--- config.mk ---
export PLATFORM = sky130hd
export DESIGN_NAME = div_seq_ctrl
export DESIGN_NICKNAME = d
export VERILOG_FILES = /design/src/rtl/div_pkg.sv /design/src/rtl/div_array_slice.sv /design/src/rtl/div_seq_ctrl.sv
export SDC_FILE = /design/constraint.sdc
export NUM_CORES = 1
export LEC_CHECK = 0
export CAP_MARGIN = 20
export CORE_MARGIN = 2
export CORE_UTILIZATION = 60
export CTS_BUF_LIST = sky130_fd_sc_hd__clkbuf_16
export DETAILED_ROUTE_END_ITERATION = 6
export PLACE_DENSITY = 0.87
export SLEW_MARGIN = 20
export SYNTH_ARGS = -nofsm -noshare
export SYNTH_HDL_FRONTEND = slang
export SYNTH_SLANG_ARGS = --single-unit
--- constraint.sdc ---
create_clock -name clock -period 14.5 [get_ports clock]
set_clock_uncertainty 0.15 [all_clocks]
set_input_delay 1.45 -clock clock [delete_from_list [all_inputs] [get_ports clock]]
set_output_delay 1.45 -clock clock [all_outputs]
set_load 0.005 [all_outputs]
--- src/rtl/div_pkg.sv ---
// Shared constants and state encoding for the sequential signed divider.
package div_pkg;

    localparam int DIV_WIDTH          = 32;
    localparam int DIV_BITS_PER_CYCLE = 4;
    localparam int DIV_ITERS          = DIV_WIDTH / DIV_BITS_PER_CYCLE;
    localparam int DIV_CNT_W          = $clog2(DIV_ITERS + 1);

    typedef enum logic [0:0] {
        ST_IDLE = 1'b0,
        ST_RUN  = 1'b1
    } div_state_e;

endpackage

--- src/rtl/div_array_slice.sv ---
// Combinational slice of an unsigned restoring array divider: BITS_PER_CYCLE
// subtract-and-restore rows, each WIDTH+1 bits wide, MSB quotient bit first.
module div_array_slice #(
    parameter int WIDTH          = 32,
    parameter int BITS_PER_CYCLE = 4
) (
    input  logic [WIDTH-1:0]          rem_in,
    input  logic [BITS_PER_CYCLE-1:0] dvd_bits,
    input  logic [WIDTH-1:0]          divisor,
    output logic [BITS_PER_CYCLE-1:0] q_bits,
    output logic [WIDTH-1:0]          rem_out
);

    // Remainder entering each row; row r feeds row r+1.
    logic [WIDTH-1:0] rem_chain_s [0:BITS_PER_CYCLE];
    // Row operand: previous remainder shifted left with the next dividend bit.
    logic [WIDTH:0]   shifted_s   [0:BITS_PER_CYCLE-1];
    // Low WIDTH columns of shifted - divisor plus their carry out.
    logic [WIDTH:0]   low_sum_s   [0:BITS_PER_CYCLE-1];
    logic [BITS_PER_CYCLE-1:0] carry_s;

    assign rem_chain_s[0] = rem_in;

    for (genvar r = 0; r < BITS_PER_CYCLE; r++) begin : g_row
        assign shifted_s[r] = {rem_chain_s[r], dvd_bits[BITS_PER_CYCLE-1-r]};
        // a + ~b + 1 over the low WIDTH columns; the carry means a >= b there.
        assign low_sum_s[r] = {1'b0, shifted_s[r][WIDTH-1:0]}
                            + {1'b0, ~divisor}
                            + {{WIDTH{1'b0}}, 1'b1};
        // The divisor's top column is zero, so the cell carries out whenever
        // the shifted remainder's top bit is set or the low columns carry.
        assign carry_s[r] = shifted_s[r][WIDTH] | low_sum_s[r][WIDTH];
        // Carry selects the difference, otherwise the shifted value is restored.
        assign rem_chain_s[r+1] = carry_s[r] ? low_sum_s[r][WIDTH-1:0]
                                             : shifted_s[r][WIDTH-1:0];
        assign q_bits[BITS_PER_CYCLE-1-r] = carry_s[r];
    end

    assign rem_out = rem_chain_s[BITS_PER_CYCLE];

endmodule

--- src/rtl/div_seq_ctrl.sv ---
// Sequential signed divider front end: latches operands on ctrl_DIV, runs the
// array slice once per cycle, then applies sign and exception fix-up.
module div_seq_ctrl
    import div_pkg::*;
#(
    parameter int WIDTH          = DIV_WIDTH,
    parameter int BITS_PER_CYCLE = DIV_BITS_PER_CYCLE
) (
    input  logic             clock,
    input  logic             reset,
    input  logic             ctrl_DIV,
    input  logic [WIDTH-1:0] data_operandA,
    input  logic [WIDTH-1:0] data_operandB,
    output logic [WIDTH-1:0] data_result,
    output logic             data_exception,
    output logic             data_resultRDY
);

    localparam int ITERS = WIDTH / BITS_PER_CYCLE;
    localparam int CNT_W = $clog2(ITERS + 1);
    localparam logic [CNT_W-1:0] CNT_LAST = CNT_W'(ITERS - 1);
    localparam logic [CNT_W-1:0] CNT_ONE  = CNT_W'(1);
    localparam logic [WIDTH-1:0] MIN_NEG  = {1'b1, {(WIDTH-1){1'b0}}};
    localparam logic [WIDTH-1:0] ALL_ONES = {WIDTH{1'b1}};
    localparam logic [WIDTH-1:0] ZERO_W   = {WIDTH{1'b0}};
    localparam logic [WIDTH-1:0] ONE_W    = {{(WIDTH-1){1'b0}}, 1'b1};
    localparam int QHI_W = WIDTH - BITS_PER_CYCLE;

    // Two's complement negation.
    function automatic logic [WIDTH-1:0] negate(input logic [WIDTH-1:0] v);
        return ~v + ONE_W;
    endfunction

    // Unsigned magnitude; the most negative value maps onto itself.
    function automatic logic [WIDTH-1:0] magnitude(input logic [WIDTH-1:0] v);
        return v[WIDTH-1] ? negate(v) : v;
    endfunction

    div_state_e       state_r;
    logic [CNT_W-1:0] cnt_r;
    logic [WIDTH-1:0] dvd_r;      // shifting dividend magnitude
    logic [WIDTH-1:0] rem_r;      // partial remainder
    logic [QHI_W-1:0] quo_r;      // quotient bits retired so far
    logic [WIDTH-1:0] divisor_r;  // divisor magnitude
    logic             sign_r;
    logic             zero_r;
    logic             ovf_r;

    logic [BITS_PER_CYCLE-1:0] q_bits_s;
    logic [WIDTH-1:0]          rem_next_s;
    logic [WIDTH-1:0]          quo_next_s;
    logic [WIDTH-1:0]          result_next_s;

    div_array_slice #(
        .WIDTH          (WIDTH),
        .BITS_PER_CYCLE (BITS_PER_CYCLE)
    ) u_slice (
        .rem_in   (rem_r),
        .dvd_bits (dvd_r[WIDTH-1 -: BITS_PER_CYCLE]),
        .divisor  (divisor_r),
        .q_bits   (q_bits_s),
        .rem_out  (rem_next_s)
    );

    // Quotient after this iteration and its sign/exception-corrected form.
    always_comb begin
        quo_next_s    = {quo_r, q_bits_s};
        result_next_s = ZERO_W;
        if (zero_r) begin
            result_next_s = ZERO_W;
        end else if (ovf_r) begin
            result_next_s = MIN_NEG;
        end else if (sign_r) begin
            result_next_s = negate(quo_next_s);
        end else begin
            result_next_s = quo_next_s;
        end
    end

    // Control FSM, datapath registers and registered result outputs.
    always_ff @(posedge clock) begin
        if (reset) begin
            state_r        <= ST_IDLE;
            cnt_r          <= {CNT_W{1'b0}};
            dvd_r          <= ZERO_W;
            rem_r          <= ZERO_W;
            quo_r          <= {QHI_W{1'b0}};
            divisor_r      <= ZERO_W;
            sign_r         <= 1'b0;
            zero_r         <= 1'b0;
            ovf_r          <= 1'b0;
            data_result    <= ZERO_W;
            data_exception <= 1'b0;
            data_resultRDY <= 1'b0;
        end else if (ctrl_DIV) begin
            // Load (or restart): any in-flight op is dropped without RDY.
            state_r        <= ST_RUN;
            cnt_r          <= {CNT_W{1'b0}};
            dvd_r          <= magnitude(data_operandA);
            rem_r          <= ZERO_W;
            quo_r          <= {QHI_W{1'b0}};
            divisor_r      <= magnitude(data_operandB);
            sign_r         <= data_operandA[WIDTH-1] ^ data_operandB[WIDTH-1];
            zero_r         <= (data_operandB == ZERO_W);
            ovf_r          <= (data_operandA == MIN_NEG) && (data_operandB == ALL_ONES);
            data_resultRDY <= 1'b0;
        end else begin
            case (state_r)
                ST_IDLE: begin
                    data_resultRDY <= 1'b0;
                end
                ST_RUN: begin
                    rem_r <= rem_next_s;
                    dvd_r <= {dvd_r[WIDTH-BITS_PER_CYCLE-1:0], {BITS_PER_CYCLE{1'b0}}};
                    quo_r <= quo_next_s[QHI_W-1:0];
                    if (cnt_r == CNT_LAST) begin
                        state_r        <= ST_IDLE;
                        cnt_r          <= {CNT_W{1'b0}};
                        data_result    <= result_next_s;
                        data_exception <= zero_r | ovf_r;
                        data_resultRDY <= 1'b1;
                    end else begin
                        cnt_r          <= cnt_r + CNT_ONE;
                        data_resultRDY <= 1'b0;
                    end
                end
                default: begin
                    state_r        <= ST_IDLE;
                    cnt_r          <= {CNT_W{1'b0}};
                    data_resultRDY <= 1'b0;
                end
            endcase
        end
    end

endmodule

==> results of run 1 <==
## final cells by class
cell class,count,area (um^2)
tap,341,427
clock buffer,17,425
multi-input combinational,1713,12200
clock inverter,15,206
inverter,87,328
sequential,166,3330
timing repair buffer,111,1070
fill,2266,8780
## synth_stat cells, drive strengths merged, types with 12 or more instances
master  number
nand2      187
dfxtp      166
nor2       155
o21ai      145
ha         133
a21oi      123
a211oi     107
xor2       104
inv         87
xnor2       77
clkbuf      71
mux2        66
a21o        55
mux2i       48
a31oi       43
nand3       40
nor2b       39
o31ai       35
buf         31
nor3        29
o21a        27
nand2b      26
or3         23
nand4       21
o41ai       21
and3        19
o21bai      18
nor4        16
o211ai      13
or4         12
## cells by family after synthesis
group                    Yosys count
AO/OA/AOI/OAI                    683
XOR/XNOR                         181
adder cells (fa/ha/maj)          137
buffers and inverters            189
flip-flops                       166
multiplexers                     114
AND/OR/NAND/NOR                  598
## placed cells by master (no fill, tap or decap), types with 8 or more instances in the layout
| cell type | n |
|---|---|
| a211o_1 | 8 |
| o21a_1 | 27 |
| dfxtp_1 | 165 |
| o41ai_2 | 8 |
| o211ai_1 | 11 |
| nand3_1 | 39 |
| a22oi_1 | 10 |
| nand2_1 | 187 |
| nor3_1 | 29 |
| o21ai_1 | 11 |
| o31ai_1 | 33 |
| nand2b_1 | 26 |
| or2_2 | 11 |
| clkdlybuf4s50_1 | 97 |
| nor4_1 | 15 |
| buf_4 | 12 |
| o41ai_1 | 13 |
| mux2i_1 | 47 |
| or3_1 | 23 |
| xor2_1 | 104 |
| a21o_1 | 55 |
| nor2b_1 | 39 |
| ha_1 | 133 |
| xnor2_1 | 77 |
| a21oi_1 | 120 |
| nor2_1 | 154 |
| mux2_2 | 65 |
| clkbuf_16 | 17 |
| or4_1 | 12 |
| inv_1 | 85 |
| and3_1 | 19 |
| o21ai_0 | 131 |
| o21bai_1 | 18 |
| a211oi_1 | 105 |
| nand4_1 | 21 |
| a31oi_1 | 42 |
## routing by layer
metal	vias up	GRT usage [%]	part of all wire, %
li1	7725	-	-
met1	7711	44.8	42
met2	799	56.3	45
met3	130	6.32	9.5
met4	0	11.4	3.2
met5	-	0	0
## worst max-delay path by stage
stage,start,endpoint,depth (start not counted)
after global routing,divisor_r[1],data_result[30],47
final,divisor_r[1],data_result[30],45
after detailed placement,divisor_r[1],data_result[30],46
after global placement,divisor_r[1],data_result[30],46
after CTS,divisor_r[1],data_result[30],46
after floorplan,divisor_r[1],data_result[30],50
## per-stage QoR
stage | cells | utilization, %
6_report | 2450 | 67.2
5_1_grt | 2450 | 67.2
4_1_cts | 2450 | 67.1
3_5_place_dp | 2418 | 64.7
3_3_place_gp | 2418 | 64.7
2_1_floorplan | 2068 | -
## state kept, by name, indices dropped and copies added, names as in the netlist
register,cells
data_result,32
divisor_r,32
dvd_r,32
rem_r,32
quo_r,28
cnt_r,4
data_exception,1
data_resultRDY,1
ovf_r,1
sign_r,1
state_r,1
zero_r,1
## worst max-delay path: cells and delay by family (launching register included)
family / cells / cell delay [ns]
AOI/OAI and AO/OA: 19 / 5.74
adders and majority gates: 5 / 1.92
and+or+nand+nor: 9 / 2.25
DFF: 1 / 0.44
buffers and inverters: 6 / 1.31
xor gates and xnor gates: 1 / 0.16
muxes: 5 / 1.79
## what timing repair did
action	CTS	global route
hold buffers	0	0
setup endpoints to repair	0	59
gates resized for setup	0	6
==> impl_metrics.ini, run 1 <==
[grt]
grt_antenna_before_repair = 0
grt_remaining_overflow = 0
grt_pass1_vias = 15400
grt_usage_pct = 34.1
grt_pass1_wl_um = 78600
grt_max_degree = 109

[floorplan]
core_mm2 = 0.0267
initial_core_util_pct = 60.7
chipHeight_um = 168
dieWidth_um = 168
num_rows = 60
io_pins = 101
die-area_mm2 = 0.0284

[layout]
final_area_mm2 = 0.0179
area_growth_pct = 10.7
drive_gt1_share_pct = 7.59
finalNetCount = 2300
insertedDiodeCount = 0

[sta]
min_period_over_period_pct = 96.4
setup_viol = 0
holdWs_ns = 0.301
final.setup.tns_ns = 0
setup_slack_ns = 0.527
report.final.slew_viol_count = 0
rsz0062_at_grt = no
hold_viol = 0
fmax_mhz = 71.6
finalCriticalPeriod_ns = 13.97
relSlewSlack_pct = 30.5
tightestPinTransition_ns = 1.04

[place]
gp_congestion = 1.03
hpwl_um = 37600
placed_area_mm2 = 0.0173
pre_cts_slack_ns = 0.358
port_buffers = 100

[worst_setup_path]
cp_max_fo = 29
critPathLaunchType = flop
reg2reg_from = divisor_r[1]
slowest_stage = fa_1
cp.arrival_ns = 14.13
slowest_delay_ns = 0.49
reg2reg_depth = 45
end_kind = flop
required_ns = 14.66
r2r_end = data_result[30]
path_class = flop to flop
reg2reg_setup_slack_ns = 0.53
cp_common_cell = ha_1

[synth]
muxShareOfSynthArea_pct = 7.63
synth_warnings = 0
async_flop_share_pct = 0
synth_compound_area_share_pct = 29.1
synth-xor-area-share_pct = 9.78
yosys-top-cells-area = dfxtp_1, ha_1, xor2_1
synth-edff-count = 0
synth_cell_types = 88
synthSimpleGateAreaFrac_pct = 17.6
synth_top_area_cell = dfxtp_1
synth_top_cell_area_share_pct = 20.5
ys_seq_area_share_pct = 20.5
synth_adder_area_share_pct = 10.8
synth_ff_type = dfxtp_1
syn_inst = 2068
syn_area_per_cell_um2 = 7.84
ys_ff_latch = 166
synth_top_family_by_area = compound AO/OA/AOI/OAI gates
syn_nets = 2272
synth_area_mm2 = 0.0162

[hold_path]
min_path_type = flop to flop
whs_path_depth = 2
hold_end = data_result[21]
min-delay-start = data_result[21]

[detailed_routing]
drt-vias-per-instance = 6.68
first_pass_iters = 6
ant_nets = 0
vias = 16400
drc = 0
first_iter_violations = 1822
route.detailed.wl_per_inst_um = 20.2
wl_um = 49500

[clock_network]
cts_max_level = 4
clkSlewWorstSetupHoldPaths_ns = 0.09
cts_buffers = 17
cts_max_path_buffers = 2
cts.sinks = 166
root_buffer = clkbuf_16
clock_latency_ns = 0.45
cts_setup_buffers = 0
cts_tree = yes

[outcome]
status = finished clean

[run]
maxCapViolations = 0
Power of run 1 is not shown: default switching activity piles up to over one toggle a cycle in this logic, so the estimate is an artifact.
==> inputs of run 2 (changes only) <==
Settings changed: DONT_BUFFER_PORTS set to 1, MAX_ROUTING_LAYER set to met4, PLACE_DENSITY 0.87 to 0.83.
Clock period 14.5 ns to 18.2 ns, I/O delays scaled along.
==> run 2 against run 1 <==
  * Global-route usage fell by 0.098 points
  * Non-clock buffer count fell by 105
  * Maximum frequency fell by 6.7%
  * Clock-buffer cell count did not move
  * Die area did not move
  * Register-to-register slack improved by 2.7 ns
  * Critical endpoint unchanged
  * Largest cell class unchanged
==> impl_metrics.ini, run 2 (same netlist as run 1, synthesis figures left out) <==
[outcome]
status = finished clean

[clock_network]
cts_tree = yes
cts_max_level = 4
clock_latency_ns = 0.44
ctsResizeCount = 0
cts_setup_buffers = 0
cts.sinks = 166
cts_buffers = 17
clkSlewWorstSetupHoldPaths_ns = 0.09
root_buffer = clkbuf_16
cts_max_path_buffers = 2
hold_buffers = 0

[detailed_routing]
drc = 0
first_iter_violations = 1574
drt-vias-per-instance = 6.60
route.detailed.wl_per_inst_um = 20.2
first_pass_iters = 5
ant_nets = 0
wl_um = 47400
vias = 15500

[sta]
holdWs_ns = 0.319
min_period_over_period_pct = 82.3
relSlewSlack_pct = 27.4
fmax_mhz = 66.8
tightestPinTransition_ns = 1.07
setup_viol = 0
final.setup.tns_ns = 0
rsz0062_at_grt = no
hold_viol = 0
finalCriticalPeriod_ns = 14.98
report.final.slew_viol_count = 0

[layout]
drive_gt1_share_pct = 7.44
seq_area_mm2 = 0.00333
area_growth_pct = 4.15
fill_cells = 2350
insertedDiodeCount = 0
layout_commonest_cell = nand2_1
finalNetCount = 2195
multiInputGateArea_mm2 = 0.0121
mostFrequentLayoutCells = nand2_1, dfxtp_1, nor2_1

[hold_path]
min_path_type = flop to flop

[run]
maxCapViolations = 0

[grt]
grt_max_degree = 130
grt_usage_pct = 34.0
grt_pass1_vias = 14400
grt_remaining_overflow = 0
grt_antenna_before_repair = 0
grt_pass1_wl_um = 75900

[worst_setup_path]
slowest_stage = mux2_2
end_kind = flop
slowest_delay_ns = 0.73
critPathLaunchType = flop
cp.arrival_ns = 15.14
required_ns = 18.36
path_class = flop to flop
cp_common_cell = o21ai_0
cp_max_fo = 34

[floorplan]
initial_core_util_pct = 60.7
dieWidth_um = 168
core_mm2 = 0.0267
chipHeight_um = 168
io_pins = 101
num_rows = 60
die-area_mm2 = 0.0284

[place]
port_buffers = 0
gp_congestion = 0.977
hpwl_um = 37100
-- run 2: worst paths after layout --
kind | cells after the start | end | slack [ns] | startpoint
worst max-delay path | 46 | data_result[30] | 3.22 | divisor_r[1]
worst min-delay path | 2 | data_result[11] | 0.32 | data_result[11]
worst max register to register | 46 | data_result[30] | 3.22 | divisor_r[1]
worst min register to register | 2 | data_result[11] | 0.32 | data_result[11]
-- run 2: per-layer routing --
metal	routed length (um)	GRT usage (%)	vias up
li1	-	-	7493
met1	22000	48.4	7245
met2	20700	51.9	676
met3	3980	4.04	60
met4	720	7.01	0
met5	0	-	-
-- run 2: final cells by class --
class | instances | share of cell area (%)
Multi-Input combinational cell | 1713 | 71.9
Tap cell | 341 | 2.53
Clock inverter | 15 | 1.14
Inverter | 87 | 1.93
Sequential cell | 166 | 19.7
Clock buffer | 17 | 2.52
Timing Repair Buffer | 6 | 0.267
-- run 2: critical path, delay by kind of cell, from the launching register on --
kind / cells / cell delay (ns)
buf+inv: 4 / 1.46
xor+xnor: 1 / 0.18
fa+ha+maj: 5 / 2.30
flops: 1 / 0.44
mux: 3 / 1.49
compound gates: 27 / 7.64
simple gates: 6 / 1.11
-- run 2: metrics by stage --
| step | area [um^2] | utilization, % | worst slack (ns) | std cells |
|---|---|---|---|---|
| after global routing | 16900 | 63.2 | 2.36 | 2345 |
| after floorplan | 16200 | - | 6.47 | 2068 |
| after detailed placement | 16300 | 60.9 | 3.66 | 2313 |
| after global placement | 16300 | 60.9 | 4.13 | 2313 |
| after CTS | 16900 | 63.2 | 3.58 | 2345 |
| final | 16900 | 63.2 | 3.22 | 2345 |
Power of run 2 is left out for the same reason.
==> inputs of run 3 (changes only) <==
Clock period 18.2 ns to 15.6 ns, I/O delays scaled along.
==> run 3 against run 2 <==
  * Global-route usage shrank 0.17 points
  * Cell area grew 0.30%
  * Clock-buffer cell count did not move
  * Critical path type unchanged
==> impl_metrics.ini, run 3 (same netlist as run 1, synthesis figures left out) <==
[worst_setup_path]
end_kind = flop
cp.arrival_ns = 14.85
cp_max_fo = 34
critPathLaunchType = flop
cp_common_cell = ha_1
path_class = flop to flop
required_ns = 15.75
slowest_delay_ns = 0.52
slowest_stage = fa_1

[layout]
mostFrequentLayoutCells = nand2_1, dfxtp_1, nor2_1
layout_commonest_cell = nand2_1
drive_gt1_share_pct = 7.62
finalNetCount = 2198
final_core_util_pct = 63.4
fill_cells = 2376
area_growth_pct = 4.47
final_area_mm2 = 0.0169
insertedDiodeCount = 0
instances_no_fill = 2348

[floorplan]
dieWidth_um = 168
io_pins = 101
num_rows = 60
die-area_mm2 = 0.0284
core_mm2 = 0.0267
chipHeight_um = 168
initial_core_util_pct = 60.7

[sta]
finalCriticalPeriod_ns = 14.70
hold_viol = 0
fmax_mhz = 68.0
report.final.slew_viol_count = 0
setup_viol = 0
min_period_over_period_pct = 94.2
final.setup.tns_ns = 0
tightestPinTransition_ns = 1.08
relSlewSlack_pct = 27.7

[grt]
grt_pass1_vias = 14300
met1_usage_pct = 48.1
gr-usage-met2_pct = 49.6
grt_antenna_before_repair = 0
grt_pass1_wl_um = 74900
grtUsageMet3_pct = 6.28
grt.busiest_layer = met2
grt_remaining_overflow = 0
grt_usage_pct = 33.8
grt_max_degree = 130

[place]
placed_cells = 2316
port_buffers = 0
hpwl_um = 37300
gp_congestion = 1.02
placed_area_mm2 = 0.0163

[detailed_routing]
drt-vias-per-instance = 6.63
ant_nets = 0
first_iter_violations = 1673
drc = 0
route.detailed.wl_per_inst_um = 20.4
first_pass_iters = 6
wl_um = 47800
vias = 15600

[outcome]
status = finished clean

[clock_network]
clock_latency_ns = 0.44
cts_max_path_buffers = 2
root_buffer = clkbuf_16
clkSlewWorstSetupHoldPaths_ns = 0.08
cts.sinks = 166
cts_max_level = 4
cts_setup_buffers = 0
cts_buffers = 17
cts_tree = yes

[hold_path]
min_path_type = flop to flop

[run]
maxCapViolations = 0
==> run 3: layer usage <==
layer / vias to the layer above / wire length (um)
li1: 7521 / -
met1: 7352 / 22500
met2: 627 / 20300
met3: 78 / 4160
met4: 0 / 881
met5: - / 0
==> run 3: cell type report <==
cell class / instances / area, um^2 / share of cell area [%]
clock buffer: 17 / 425 / 2.51
clock inverter: 15 / 211 / 1.25
inverter: 87 / 327 / 1.93
multi-input combinational: 1713 / 12200 / 71.7
sequential: 166 / 3330 / 19.6
tap: 341 / 427 / 2.52
timing repair buffer: 9 / 67.6 / 0.399
==> run 3: worst paths after layout <==
path / from / endpoint / slack (ns) / cells after the start
max: divisor_r[1] / data_result[30] / 0.90 / 48
min: data_result[17] / data_result[17] / 0.32 / 2
max reg2reg: divisor_r[1] / data_result[30] / 0.90 / 48
min reg2reg: data_result[17] / data_result[17] / 0.32 / 2
==> run 3: worst max-delay path: cells and delay by family (launching register included) <==
family,cells,cell delay (ns)
buffers and inverters,6,1.64
AND/OR/NAND/NOR,7,2.04
multiplexers,5,1.62
flip-flops,1,0.44
adder cells (fa/ha/maj),5,1.83
XOR/XNOR,1,0.17
AO/OA/AOI/OAI,24,6.58
==> run 3: what timing repair did <==
item	CTS	global route
hold buffers	0	0
setup endpoints to repair	0	10
gates resized for setup	0	3
==> run 3: metrics by stage <==
stage                     setup slack, ns  hold slack (ns)
after floorplan                      3.87            0.294
after global placement               1.45            0.306
after detailed placement            0.865            0.313
after CTS                           0.812            0.323
after global routing              -0.0184            0.335
final                               0.900            0.319
Power of run 3 is left out for the same reason.
